--- src/rtl/mmio_uart_tx_pkg.sv ---
// Shared definitions for the memory-mapped UART transmitter.
// Holds the FSM state encoding, the status-word bit positions, the default
// register addresses and a helper that packs the status word.
package mmio_uart_tx_pkg;

    localparam int unsigned ADDR_W  = 8;
    localparam int unsigned DATA_W  = 32;
    localparam int unsigned BYTE_W  = 8;
    localparam int unsigned COUNT_W = 4;   // holds 0..8 entries
    localparam int unsigned BAUD_W  = 16;  // holds CLKS_PER_BIT-1 up to 65534

    localparam logic [ADDR_W-1:0] DEFAULT_TX_ADDR   = 8'hFF;
    localparam logic [ADDR_W-1:0] DEFAULT_STAT_ADDR = 8'hFE;

    // Status word bit positions
    localparam int unsigned STAT_ACTIVE    = 0;
    localparam int unsigned STAT_FULL      = 1;
    localparam int unsigned STAT_EMPTY     = 2;
    localparam int unsigned STAT_OVERFLOW  = 3;
    localparam int unsigned STAT_COUNT_LSB = 4;

    typedef enum logic [1:0] {
        IDLE  = 2'd0,
        START = 2'd1,
        DATA  = 2'd2,
        STOP  = 2'd3
    } uart_state_t;

    // Pack the status fields into the 32-bit load word
    function automatic logic [DATA_W-1:0] status_word(
        input logic               active,
        input logic               full,
        input logic               empty,
        input logic               overflow,
        input logic [COUNT_W-1:0] count
    );
        logic [DATA_W-1:0] w;
        w                                 = '0;
        w[STAT_ACTIVE]                    = active;
        w[STAT_FULL]                      = full;
        w[STAT_EMPTY]                     = empty;
        w[STAT_OVERFLOW]                  = overflow;
        w[STAT_COUNT_LSB +: COUNT_W]      = count;
        return w;
    endfunction

endpackage

--- src/rtl/tx_fifo.sv ---
// Transmit byte FIFO.
// Ports: clock/clear (async active-high), push/din write side, pop/head_c read
// side, registered full/empty/count, accept_c (push taken this cycle) and
// empty_next_c (emptiness after this edge) for the owner's status logic.
// A push while full is taken only when a pop happens in the same cycle.
module tx_fifo
    import mmio_uart_tx_pkg::*;
#(
    parameter int unsigned DEPTH = 4
) (
    input  logic               clock,
    input  logic               clear,
    input  logic               push,
    input  logic               pop,
    input  logic [BYTE_W-1:0]  din,
    output logic [BYTE_W-1:0]  head_c,
    output logic               full,
    output logic               empty,
    output logic [COUNT_W-1:0] count,
    output logic               accept_c,
    output logic               empty_next_c
);

    localparam int unsigned PTR_W = (DEPTH > 1) ? $clog2(DEPTH) : 1;

    logic [BYTE_W-1:0]  mem [DEPTH];
    logic [PTR_W-1:0]   wr_ptr;
    logic [PTR_W-1:0]   rd_ptr;
    logic               pop_ok;
    logic [COUNT_W-1:0] count_d;

    function automatic logic [PTR_W-1:0] next_ptr(input logic [PTR_W-1:0] p);
        return (p == PTR_W'(DEPTH - 1)) ? '0 : PTR_W'(p + PTR_W'(1));
    endfunction

    // Accept/pop qualification and next occupancy
    always_comb begin
        pop_ok       = pop && !empty;
        accept_c     = push && (!full || pop_ok);
        count_d      = count + COUNT_W'(accept_c) - COUNT_W'(pop_ok);
        empty_next_c = (count_d == '0);
        head_c       = mem[rd_ptr];
    end

    // Pointers and occupancy flags
    always_ff @(posedge clock or posedge clear) begin
        if (clear) begin
            wr_ptr <= '0;
            rd_ptr <= '0;
            count  <= '0;
            full   <= 1'b0;
            empty  <= 1'b1;
        end else begin
            if (accept_c) wr_ptr <= next_ptr(wr_ptr);
            if (pop_ok)   rd_ptr <= next_ptr(rd_ptr);
            count <= count_d;
            full  <= (count_d == COUNT_W'(DEPTH));
            empty <= (count_d == '0);
        end
    end

    // Storage needs no reset; pointers define validity
    always_ff @(posedge clock) begin
        if (accept_c) mem[wr_ptr] <= din;
    end

endmodule

--- src/rtl/mmio_uart_tx.sv ---
// Memory-mapped 8N1 UART transmitter with a small byte FIFO.
// Ports: clock, clear (async active-high), ADDR/DIN/wren store interface,
// DOUT registered load data (status at STAT_ADDR, zero elsewhere),
// tx serial line (idle high), txBusy (frame on line or bytes buffered).
module mmio_uart_tx
    import mmio_uart_tx_pkg::*;
#(
    parameter int unsigned       CLKS_PER_BIT = 16,
    parameter int unsigned       FIFO_DEPTH   = 4,
    parameter logic [ADDR_W-1:0] TX_ADDR      = DEFAULT_TX_ADDR,
    parameter logic [ADDR_W-1:0] STAT_ADDR    = DEFAULT_STAT_ADDR
) (
    input  logic              clock,
    input  logic              clear,
    input  logic [ADDR_W-1:0] ADDR,
    input  logic [DATA_W-1:0] DIN,
    input  logic              wren,
    output logic [DATA_W-1:0] DOUT,
    output logic              tx,
    output logic              txBusy
);

    uart_state_t        state_q, state_d;
    logic [BAUD_W-1:0]  cnt_q, cnt_d, cnt_inc;
    logic [2:0]         bit_q, bit_d, bit_nxt;
    logic [BYTE_W-1:0]  shift_q, shift_d;
    logic               tx_d;
    logic               bit_end;
    logic               pop;

    logic               push_req;
    logic               stat_wr;
    logic               overflow_q, overflow_d;
    logic               busy_d;
    logic [DATA_W-1:0]  dout_d;

    logic [BYTE_W-1:0]  fifo_head;
    logic               fifo_full;
    logic               fifo_empty;
    logic [COUNT_W-1:0] fifo_count;
    logic               fifo_accept;
    logic               fifo_empty_next;

    logic               unused_din;
    assign unused_din = ^DIN[DATA_W-1:BYTE_W];

    tx_fifo #(
        .DEPTH (FIFO_DEPTH)
    ) u_fifo (
        .clock        (clock),
        .clear        (clear),
        .push         (push_req),
        .pop          (pop),
        .din          (DIN[BYTE_W-1:0]),
        .head_c       (fifo_head),
        .full         (fifo_full),
        .empty        (fifo_empty),
        .count        (fifo_count),
        .accept_c     (fifo_accept),
        .empty_next_c (fifo_empty_next)
    );

    // Bit timing helpers; the counter restarts at 0 on every bit boundary
    always_comb begin
        bit_end = (cnt_q == BAUD_W'(CLKS_PER_BIT - 1));
        cnt_inc = cnt_q + BAUD_W'(1);
        bit_nxt = bit_q + 3'd1;
    end

    // Frame FSM: next state, shifter and next line level
    always_comb begin
        state_d = state_q;
        cnt_d   = cnt_q;
        bit_d   = bit_q;
        shift_d = shift_q;
        tx_d    = tx;
        pop     = 1'b0;
        case (state_q)
            IDLE: begin
                tx_d  = 1'b1;
                cnt_d = '0;
                if (!fifo_empty) begin
                    pop     = 1'b1;
                    shift_d = fifo_head;
                    tx_d    = 1'b0;
                    state_d = START;
                end
            end
            START: begin
                if (bit_end) begin
                    cnt_d   = '0;
                    bit_d   = '0;
                    tx_d    = shift_q[0];
                    state_d = DATA;
                end else begin
                    cnt_d = cnt_inc;
                end
            end
            DATA: begin
                if (bit_end) begin
                    cnt_d = '0;
                    if (bit_q == 3'd7) begin
                        tx_d    = 1'b1;
                        state_d = STOP;
                    end else begin
                        bit_d = bit_nxt;
                        tx_d  = shift_q[bit_nxt];
                    end
                end else begin
                    cnt_d = cnt_inc;
                end
            end
            STOP: begin
                tx_d = 1'b1;
                if (bit_end) begin
                    cnt_d   = '0;
                    state_d = IDLE;
                end else begin
                    cnt_d = cnt_inc;
                end
            end
            default: begin
                state_d = IDLE;
            end
        endcase
    end

    // Register decode, sticky overflow, busy and load data
    always_comb begin
        push_req   = wren && (ADDR == TX_ADDR);
        stat_wr    = wren && (ADDR == STAT_ADDR);
        overflow_d = overflow_q;
        if (stat_wr)
            overflow_d = 1'b0;
        else if (push_req && !fifo_accept)
            overflow_d = 1'b1;
        busy_d = (state_d != IDLE) || !fifo_empty_next;
        dout_d = '0;
        if (ADDR == STAT_ADDR)
            dout_d = status_word(state_q != IDLE, fifo_full, fifo_empty,
                                 overflow_q, fifo_count);
    end

    always_ff @(posedge clock or posedge clear) begin
        if (clear) begin
            state_q    <= IDLE;
            cnt_q      <= '0;
            bit_q      <= '0;
            shift_q    <= '0;
            tx         <= 1'b1;
            txBusy     <= 1'b0;
            overflow_q <= 1'b0;
            DOUT       <= '0;
        end else begin
            state_q    <= state_d;
            cnt_q      <= cnt_d;
            bit_q      <= bit_d;
            shift_q    <= shift_d;
            tx         <= tx_d;
            txBusy     <= busy_d;
            overflow_q <= overflow_d;
            DOUT       <= dout_d;
        end
    end

endmodule

--- config.mk ---
export PLATFORM = sky130hd
export DESIGN_NAME = mmio_uart_tx
export DESIGN_NICKNAME = d
export VERILOG_FILES = /design/src/rtl/mmio_uart_tx_pkg.sv /design/src/rtl/tx_fifo.sv /design/src/rtl/mmio_uart_tx.sv
export SDC_FILE = /design/constraint.sdc
export NUM_CORES = 1
export LEC_CHECK = 0
export CORE_MARGIN = 5
export CORE_UTILIZATION = 35
export CTS_CLUSTER_DIAMETER = 150
export DETAILED_ROUTE_END_ITERATION = 10
export SYNTH_ARGS = -nofsm -noshare
export SYNTH_HDL_FRONTEND = slang
export SYNTH_SLANG_ARGS = --single-unit
--- constraint.sdc ---
create_clock -name clock -period 2.9 [get_ports clock]
set_input_delay 0.29 -clock clock [delete_from_list [all_inputs] [get_ports clock]]
set_output_delay 0.29 -clock clock [all_outputs]
set_load 0.005 [all_outputs]
Yosys cells after proc, flatten, opt, wreduce, memory -nomap -nowiden --
Memory sizes are Yosys's and may differ from the RTL's. A register that Yosys moved wholly into a read port is not among the register bits. Cells that the tools add are included.
Storage, ports and cells: memories 1, output and inout port bits 34, register bits 66, logic and storage cells 83, bits in writable memories 32, bits of input ports 43
Operators by class: reduce and logical (&&, ||, !) cells 21, $lt $le $gt $ge 1, eq/ne operators 13, bitwise logic cells 1, add/sub/neg operators 6, multiplexer cells 28
Memory list:
- u_fifo.mem | depth 4, width 8, read ports 1, clocked after Yosys merged registers in 1, wr ports 1, RTL line tx_fifo.sv:26 | logic [BYTE_W-1:0] mem [DEPTH];
Operator list (count):
- $pmux W16 S2 | 1
- $add A16 B1 Y16 const B | 1
- $eq A16 B4 Y1 const B | 1
- $eq A8 B8 Y1 const B | 2
- $mux W16 | 1
- $mux W2 | 7
- $mux W1 | 11
- $mux W3 | 3
- $eq A2 B2 Y1 const B | 4
- $mux W8 | 1
- $pmux W2 S4 | 1
- $reduce_bool A2 Y1 | 4
- $ne A2 B2 Y1 const B | 3
- $pmux W3 S2 | 1
- $logic_and A1 B1 Y1 | 5
- $add A2 B1 Y2 const B | 2
- $add A4 B1 Y4 | 1
- $eq A4 B3 Y1 const B | 1
- $logic_not A1 Y1 | 4
- $logic_not A4 Y1 | 1
- $lt A3 B4 Y1 const B | 1
- $pmux W1 S4 | 1
- $reduce_and A2 Y1 | 2
- $reduce_and A4 Y1 | 1
- other kinds (9) | 10

Depth between registers and ports, before layout --
Gate-level depths: netlist of run 1.
depth after elaboration 10, gate-level depth with buffers 12, depth with buffers taken out 10

By module --
A second synthesis of run 1 with hierarchy kept.
Unflattened totals: cells, all modules 294, area, all modules 3838.7 sq um
Modules (own cells, without submodules):
- mmio_uart_tx | instances 1, cells each 198, area each 2079.5 sq um, sequential area each 1002.2 sq um
- tx_fifo | instances 1, cells each 96, area each 1759.2 sq um, sequential area each 1212.4 sq um

Worst setup path before layout of run 1 --
OpenSTA, ideal clock, no wires.
kind reg2reg, from register state_q[1], to register txBusy, path buffers 2, period minus slack after synthesis 2.735 ns, library setup time 0.139 ns, slack 0.165 ns, required time 2.761 ns, stages on the path, launching flop included 12, data arrival time 2.597 ns, cells stage by stage dfrtp_1 -> buf_6 -> or3_1 -> buf_2 -> clkinv_1 -> ha_1 -> inv_1 -> ha_1 -> inv_1 -> fa_1 -> xnor2_1 -> or4_1
Between the ends: cells in the longest elaborated chain, start to end 10, elaborated cells between the ends (all ways) 20, classes of those cells 2 x add/sub; 3 x eq/ne; 7 x mux; 8 x reduce/logical
Ends and longest elaborated chain:
- start, declared | RTL line mmio_uart_tx.sv:23 | uart_state_t state_q, state_d;
- start signal, assigned | RTL line mmio_uart_tx.sv:155 | state_q <= state_d;
- $logic_not A2 Y1 * | RTL line mmio_uart_tx.sv:78 | case (state_q)
- $mux W1 * | RTL line mmio_uart_tx.sv:78
- net pop | RTL line mmio_uart_tx.sv:29 | logic pop;
- $logic_and A1 B1 Y1 * | RTL line tx_fifo.sv:38 | pop_ok = pop && !empty;
- $logic_or A1 B1 Y1 | RTL line tx_fifo.sv:39 | accept_c = push && (!full || pop_ok);
- $logic_and A1 B1 Y1 | RTL line tx_fifo.sv:39
- $add A4 B1 Y4 | RTL line tx_fifo.sv:40 | count_d = count + COUNT_W'(accept_c) - COUNT_W'(pop_ok);
- $sub A4 B1 Y4 * | RTL line tx_fifo.sv:40
- net u_fifo.count_d[2] | RTL line tx_fifo.sv:30 | logic [COUNT_W-1:0] count_d;
- $logic_not A4 Y1 * | RTL line tx_fifo.sv:41 | empty_next_c = (count_d == '0);
- $logic_not A1 Y1 * | RTL line mmio_uart_tx.sv:137 | busy_d = (state_d != IDLE) || !fifo_empty_next;
- $logic_or A1 B1 Y1 * | RTL line mmio_uart_tx.sv:137
- net busy_d | RTL line mmio_uart_tx.sv:34 | logic busy_d;
- end signal, assigned | RTL line mmio_uart_tx.sv:160 | txBusy <= busy_d;
- end, declared | RTL line mmio_uart_tx.sv:20 | output logic txBusy
The timed path passes the listed nets; every way through them passes the cells marked *. A chain may end at the register's enable or synchronous reset.

Worst setup path in the final report of run 1 --
from register u_fifo.empty, to register txBusy
Between the ends: cells in the longest elaborated chain, start to end 10, elaborated cells between the ends (all ways) 14, classes of those cells 2 x add/sub; 4 x mux; 8 x reduce/logical
Ends and longest elaborated chain:
- start, declared | RTL line tx_fifo.sv:18 | output logic empty,
- start signal, assigned | RTL line tx_fifo.sv:58 | empty <= (count_d == '0);
- $mux W1 | RTL line mmio_uart_tx.sv:82 | if (!fifo_empty) begin
- $mux W1 | RTL line mmio_uart_tx.sv:78
- $logic_and A1 B1 Y1 | RTL line tx_fifo.sv:38
- $logic_or A1 B1 Y1 | RTL line tx_fifo.sv:39
- $logic_and A1 B1 Y1 | RTL line tx_fifo.sv:39
- $add A4 B1 Y4 | RTL line tx_fifo.sv:40
- $sub A4 B1 Y4 | RTL line tx_fifo.sv:40
- $logic_not A4 Y1 | RTL line tx_fifo.sv:41
- $logic_not A1 Y1 | RTL line mmio_uart_tx.sv:137
- $logic_or A1 B1 Y1 * | RTL line mmio_uart_tx.sv:137
- net busy_d | RTL line mmio_uart_tx.sv:34
Marked as above.

==> impl_results.md, run 1 <==
* CTS tree: yes
* Net count, final at 400
* Synth top cells by count: dfrtp_1, nand2_1, edfxtp_1, buf_4, nor2_1
* Synth top area cells: dfrtp_1, edfxtp_1, mux4_2
* Area fraction in compound gates after synthesis at 0.0469
* Pre-antenna DRT Iters at 4
* Placer Congestion at around 0.77
* Mux cell area share after synthesis at 0.0725
* FFs w/ async S/R, synth at 0.610
* Critical path start-end classification: reg2reg
* Core Region at about 11,000 µm²
* PD cells at ~530 nW/µm²
* EDFF count, synth at 32
* Seq/Total Area, Yosys at 0.581
* DRT iter0 DRCs at 85
* Largest family of logic cells by synthesized area: simple AND/OR/NAND/NOR gates
* Met1 Usage GRT at 0.135
* Post-route setup slack at 208 ps
* Post-synth top area share at 0.315
* Final setup fails at 0
* Share of cells above drive strength 1 at 0.138
* Max Cap Viol at 0
* GRT Total Usage at 0.105
* Peak supply drop at 0.000284 V
* #FFs+latches synth at 82
* Worst endpoint data arrival time at between 2000 and 3000 ps
* Crit path cell chain: or3_1 -> a21oi_2 -> and3_1 -> ha_1 -> inv_1 -> fa_1 -> nand2b_1 -> or4_1
* Dpl hpwl at 4530 µm
* Fin crit share at 0.928
* DRC at 0
* Comb pwr share at 0.076
* Chip width at 114 µm
* Yosys warning count at 0
* Antenna Violating Nets Remaining at 0
* Setup TNS at 0 ps
* Startpoint Class: flip-flop
* RSZ-0062 raised after global routing: false
* Post-CTS Setup Bufs at 0
* Vias per inst at 4.58
* Net Switching at between 0.5 and 0.6 mW
* Slew headroom at 0.535
* Clk network pwr share at 0.394
* WL final at 6380 µm
* First-pass GRT wire length at around 11,000 µm
* GRT busiest layer: met2
* Routing usage on met2 at 0.165
* Antenna diodes at 0
* I/O Buffers at 28
* Primary FF master, synth: dfrtp_1
* Hold-fix buffers, CTS at 0
* Pint at 1.80 mW
* Crit. End Element: flip-flop
* Worst Path Required at around 3100 ps
* XOR/XNOR Fraction of Synth Area at 0.0367
* Number of global-route vias before repair at 2,216
* CP Max Fanout at 5
* Worst-path clk slew at 90 ps
* Hold Crit Class: in2async
* Avg Cell Area, Syn at around 13 µm²
* Fin crit period at between 2000 and 3000 ps
* Switching share of power at 0.230
* Netlist area before placement at 3810 µm²
* GR Overflow Total at 0
* Die area at 13,100 µm²
* Pleak at 1.85 nW
* H-tree depth at 3
* Skew-Pair Late Insertion Delay at 350 ps
* Initial Utilization at 0.355
* P&R area growth vs syn at 15.7%
* Met3 usage at 0.0322
* Rows at 38
* Synth unique cells at 46
* CP max stage delay at 510 ps
* Pin count of the biggest net entering global routing at 34
* CP max-delay cell: fa_1
* Post-place setup slack at 139 ps
* Clock Skew at between 15 and 20 ps
* Synth area leader: dfrtp_1
* Per-cell routed wire length at 13.0 µm
* Adder-cell share of the synthesized area at 0.0446
* Filler Cell Count at 1,064
* Cell with the most instances after synthesis: dfrtp_1
* Root buf cell: clkbuf_8
* Clock Sinks at 82
* Initial antenna violation count at 0
* R2R Setup Slk at 210 ps
* Num CTS Buffers at 9
* Clock Tree Buf Depth at 2
* Post-synthesis simple-gate area fraction at 0.136
* Least-Margin Pin Slew at slightly below 700 ps
* Fin. max-slew vios at 0
* DR vias at 2,241
* Final hold vios at 0
* Run status: completed
* Die Height at 114 µm
* Post-cts repair resize count at 0
* Sequential share of power at 0.530
* Maximum clock frequency at around 0.37 GHz
* I/O pins at slightly below 80
* Cells after Synth at 305
worst max-delay path, delay by kind of cell (launching register included):
family	cells	cell delay, ps
compound gates	1	160
flops	1	390
fa+ha+maj	2	700
buf+inv	1	50
simple gates	4	1270
path summary, 6_finish.rpt:
| kind | start | endpoint | cells after the start |
|---|---|---|---|
| worst max-delay path | u_fifo.empty$_DFF_PP1_ | txBusy$_DFF_PP0_ | 8 |
| worst min-delay path | clear | cnt_q[14]$_DFF_PP0_ | 2 |
| worst max register to register | u_fifo.empty$_DFF_PP1_ | txBusy$_DFF_PP0_ | 8 |
| min in group clock | cnt_q[0]$_DFF_PP0_ | cnt_q[0]$_DFF_PP0_ | 1 |
| worst min register to register | cnt_q[0]$_DFF_PP0_ | cnt_q[0]$_DFF_PP0_ | 1 |
| max in group asynchronous | clear | cnt_q[4]$_DFF_PP0_ | 3 |
sequential cells by signal, indices dropped and copies added, names as in the netlist:
| register | cells |
|---|---|
| cnt_q | 16 |
| overflow_q | 1 |
| u_fifo.full | 1 |
| DOUT | 8 |
| shift_q | 8 |
| u_fifo.rd_ptr | 2 |
| u_fifo.empty | 1 |
| state_q | 2 |
| u_fifo.mem | 32 |
| bit_q | 3 |
| txBusy | 1 |
| u_fifo.wr_ptr | 2 |
| tx | 1 |
| u_fifo.count | 4 |
cells in the final DEF, fill, tap and decap left out, types with 8 or more instances in the layout:
| cell type | synthesis | routed |
|---|---|---|
| nand2_1 | 34 | 34 |
| inv_1 | 16 | 15 |
| edfxtp_1 | 32 | 32 |
| conb_1 | 1 | 24 |
| ha_1 | 12 | 12 |
| xnor2_1 | 11 | 11 |
| nor2_1 | 23 | 23 |
| mux4_2 | 10 | 10 |
| buf_4 | 24 | 11 |
| and3_1 | 8 | 8 |
| clkdlybuf4s50_1 | 0 | 28 |
| dfrtp_1 | 48 | 48 |
| clkbuf_8 | 0 | 9 |
power groups by stage:
stage | Sequential (mW) | Clock (mW) | Combinational [mW]
floorplan | 1.26 | 0 | 0.133
global route | 1.24 | 1.01 | 0.205
detailed placement | 1.26 | 0 | 0.176
finish | 1.24 | 0.922 | 0.178
CTS | 1.24 | 0.958 | 0.179
global placement | 1.26 | 0 | 0.173
final cells by class:
| type | count | area, µm² | share of cell area |
|---|---|---|---|
| clock buffer | 9 | 124 | 0.0281 |
| clock inverter | 7 | 98.8 | 0.0224 |
| inverter | 17 | 63.8 | 0.0145 |
| multi-input combinational | 195 | 1380 | 0.312 |
| sequential | 82 | 2210 | 0.502 |
| tap | 140 | 175 | 0.0397 |
| timing repair buffer | 39 | 363 | 0.0822 |
cells by family after synthesis:
group           Yosys count
flops                    82
fa+ha+maj                13
simple gates            103
compound gates           25
other cells               1
xor+xnor                 16
mux                      14
buf+inv                  51
layer usage:
layer | up-vias | routed length (µm)
li1 | 1105 | -
met1 | 1073 | 3000
met2 | 54 | 2960
met3 | 9 | 324
met4 | 0 | 89
met5 | - | 0
per-stage QoR:
| step | instance area, µm² | power [mW] | hold WS (ps) | cells | utilization |
|---|---|---|---|---|---|
| 2_1_floorplan | 3900 | 1.39 | 363 | 328 | - |
| 3_3_place_gp | 4190 | 1.44 | 445 | 473 | 0.390 |
| 3_5_place_dp | 4190 | 1.44 | 461 | 473 | 0.390 |
| 4_1_cts | 4410 | 2.38 | 382 | 489 | 0.411 |
| 5_1_grt | 4410 | 2.46 | 430 | 489 | 0.411 |
| 6_report | 4410 | 2.34 | 362 | 489 | 0.411 |
No activity file was read; power rests on OpenSTA's default activity.
==> run 2: changes to the inputs <==
Settings changed: CORE_MARGIN 5 to not set.
==> run 2 against run 1 <==
  * Wire length fell by 5.9%
  * Sequential power hardly changed
  * Worst setup slack worse by 6.4 ps
  * Cell area shrank 0.65%
  * Final cell count decreased by 0.82%
  * Sequential cell count is the same
  * Clock power is 9.8% lower
  * Non-clock buffer count stayed put
  * Utilization is 0.84 points higher
  * Combinational power is essentially flat
==> impl_results.md, run 2 (same netlist as run 1, synthesis figures left out) <==
* Critical path start-end classification: reg2reg
* GR Overflow Total at 0
* Fin crit share at 0.930
* Largest register FFs at 32
* Least-Margin Pin Slew at 601 ps
* Antenna Violating Nets Remaining at 0
* Most frequent cells in the layout: dfrtp_1, nand2_1, edfxtp_1
* Run status: completed
* CTS tree: yes
* Fin. max-slew vios at 0
* Net count, final at 400
* CP max stage delay at 510 ps
* Multi-input logic area at between 1000 and 1500 µm²
* Worst Path Required at roughly 3100 ps
* Register Area at 2210 µm²
* Num CTS Buffers at 9
* Pleak at approximately 1.8 nW
* GRT Total Usage at 0.120
* Biggest register: u_fifo.mem
* Worst endpoint data arrival time at 2910 ps
* DRC at 0
* Pin count of the biggest net entering global routing at 30
* Final hold vios at 0
* Clock Skew at 13.4 ps
* Clock Tree Buf Depth at 2
* Buf/Inv on CP at 1
* Die area at 11,300 µm²
* Total Power at 2.25 mW
* Fin crit period at ~2700 ps
* Filler Cell Count at 1,014
* Root buf cell: clkbuf_8
* Initial Utilization at 0.365
* Skew-Pair Late Insertion Delay at 350 ps
* I/O Buffers at 28
* Die Height at roughly 110 µm
* Clock Sinks at 82
* Core Region at 10,500 µm²
* Worst-path clk slew at around 90 ps
* Max Cap Viol at 0
* P&R area growth vs syn at 15.0%
* Per-cell routed wire length at 12.4 µm
* First-pass GRT wire length at roughly 10,000 µm
* Chip width at around 110 µm
* Crit path cell chain: or3_1 -> a21oi_2 -> and3_1 -> ha_1 -> inv_1 -> fa_1 -> nand2b_1 -> or4_1
* Setup TNS at 0 ps
* Placer Congestion at about 0.74
* H-tree depth at 3
* Maximum clock frequency at 0.371 GHz
* Antenna diodes at 0
* WL final at 6000 µm
* Rows at 37
* Post-cts repair resize count at 0
* CP max-delay cell: fa_1
* Post-CTS Setup Bufs at 0
* DR vias at 2,247
* Pre-antenna DRT Iters at 4
* RSZ-0062 raised after global routing: false
* Peak supply drop at 0.000299 V
* Dpl hpwl at 4300 µm
* Vias per inst at 4.63
* Most common cell after layout, fill and taps aside: dfrtp_1
* Largest regs: u_fifo.mem (32), cnt_q (16)
* I/O pins at 77
* PD cells at 512 nW/µm²
* Number of global-route vias before repair at between 2,000 and 2,500
* Hold Crit Class: in2async
* CP Max Fanout at 5
* Final setup fails at 0
* Initial antenna violation count at 0
* Hold-fix buffers, CTS at 0
* Crit. End Element: flip-flop
* DRT iter0 DRCs at 62
* Slew headroom at 0.599
* Core Util, Final at 0.419
* Crit path max-delay family: simple AND/OR/NAND/NOR gates
* Startpoint Class: flip-flop
* Share of cells above drive strength 1 at 0.135
-- run 2: worst reg2reg max path, delay by kind of cell, from the launching register on --
| kind | cells | cell delay (ps) |
|---|---|---|
| DFF | 1 | 390 |
| and+or+nand+nor | 4 | 1250 |
| buffers and inverters | 1 | 60 |
| AOI/OAI and AO/OA | 1 | 160 |
| adders and majority gates | 2 | 710 |
-- run 2: report_power, final --
part           switching [mW]  internal [mW]
combinational          0.0943         0.0821
sequential             0.0137           1.23
clock                   0.428          0.404
total                   0.536           1.71
-- run 2: layout make-up --
type / instances / share of cell area
flip-flops and latches: 82 / 0.505
clock buffers: 9 / 0.0282
multi-input cells: 195 / 0.314
inverters: 17 / 0.0146
clock inverters: 7 / 0.0171
repair buffers: 39 / 0.0827
well taps: 136 / 0.0388
-- run 2: final timing paths --
kind / slack, ps / to / cells after the start / from
min in group clock: 470 / cnt_q[0]$_DFF_PP0_ / 1 / cnt_q[0]$_DFF_PP0_
max in group asynchronous: 1910 / u_fifo.empty$_DFF_PP1_ / 3 / clear
max reg2reg: 200 / txBusy$_DFF_PP0_ / 8 / u_fifo.empty$_DFF_PP1_
max: 200 / txBusy$_DFF_PP0_ / 8 / u_fifo.empty$_DFF_PP1_
min reg2reg: 470 / cnt_q[0]$_DFF_PP0_ / 1 / cnt_q[0]$_DFF_PP0_
min: 320 / cnt_q[15]$_DFF_PP0_ / 2 / clear
-- run 2: routing by layer --
metal / global-route usage / routed length, µm / up-vias
met3: 0.0356 / 236 / 7
li1: - / - / 1110
met4: 0.0466 / 88 / 0
met5: 0 / 0 / -
met2: 0.188 / 2850 / 46
met1: 0.156 / 2820 / 1084
-- run 2: through the flow --
| stage | worst slack (ps) | hold WS (ps) | cell area (µm²) | cells |
|---|---|---|---|---|
| after detailed placement | 118 | 457 | 4190 | 469 |
| after CTS | 168 | 344 | 4390 | 485 |
| after global placement | 150 | 445 | 4190 | 469 |
| final | 202 | 323 | 4390 | 485 |
| after floorplan | 165 | 363 | 3900 | 328 |
| after global routing | 47.2 | 372 | 4390 | 485 |
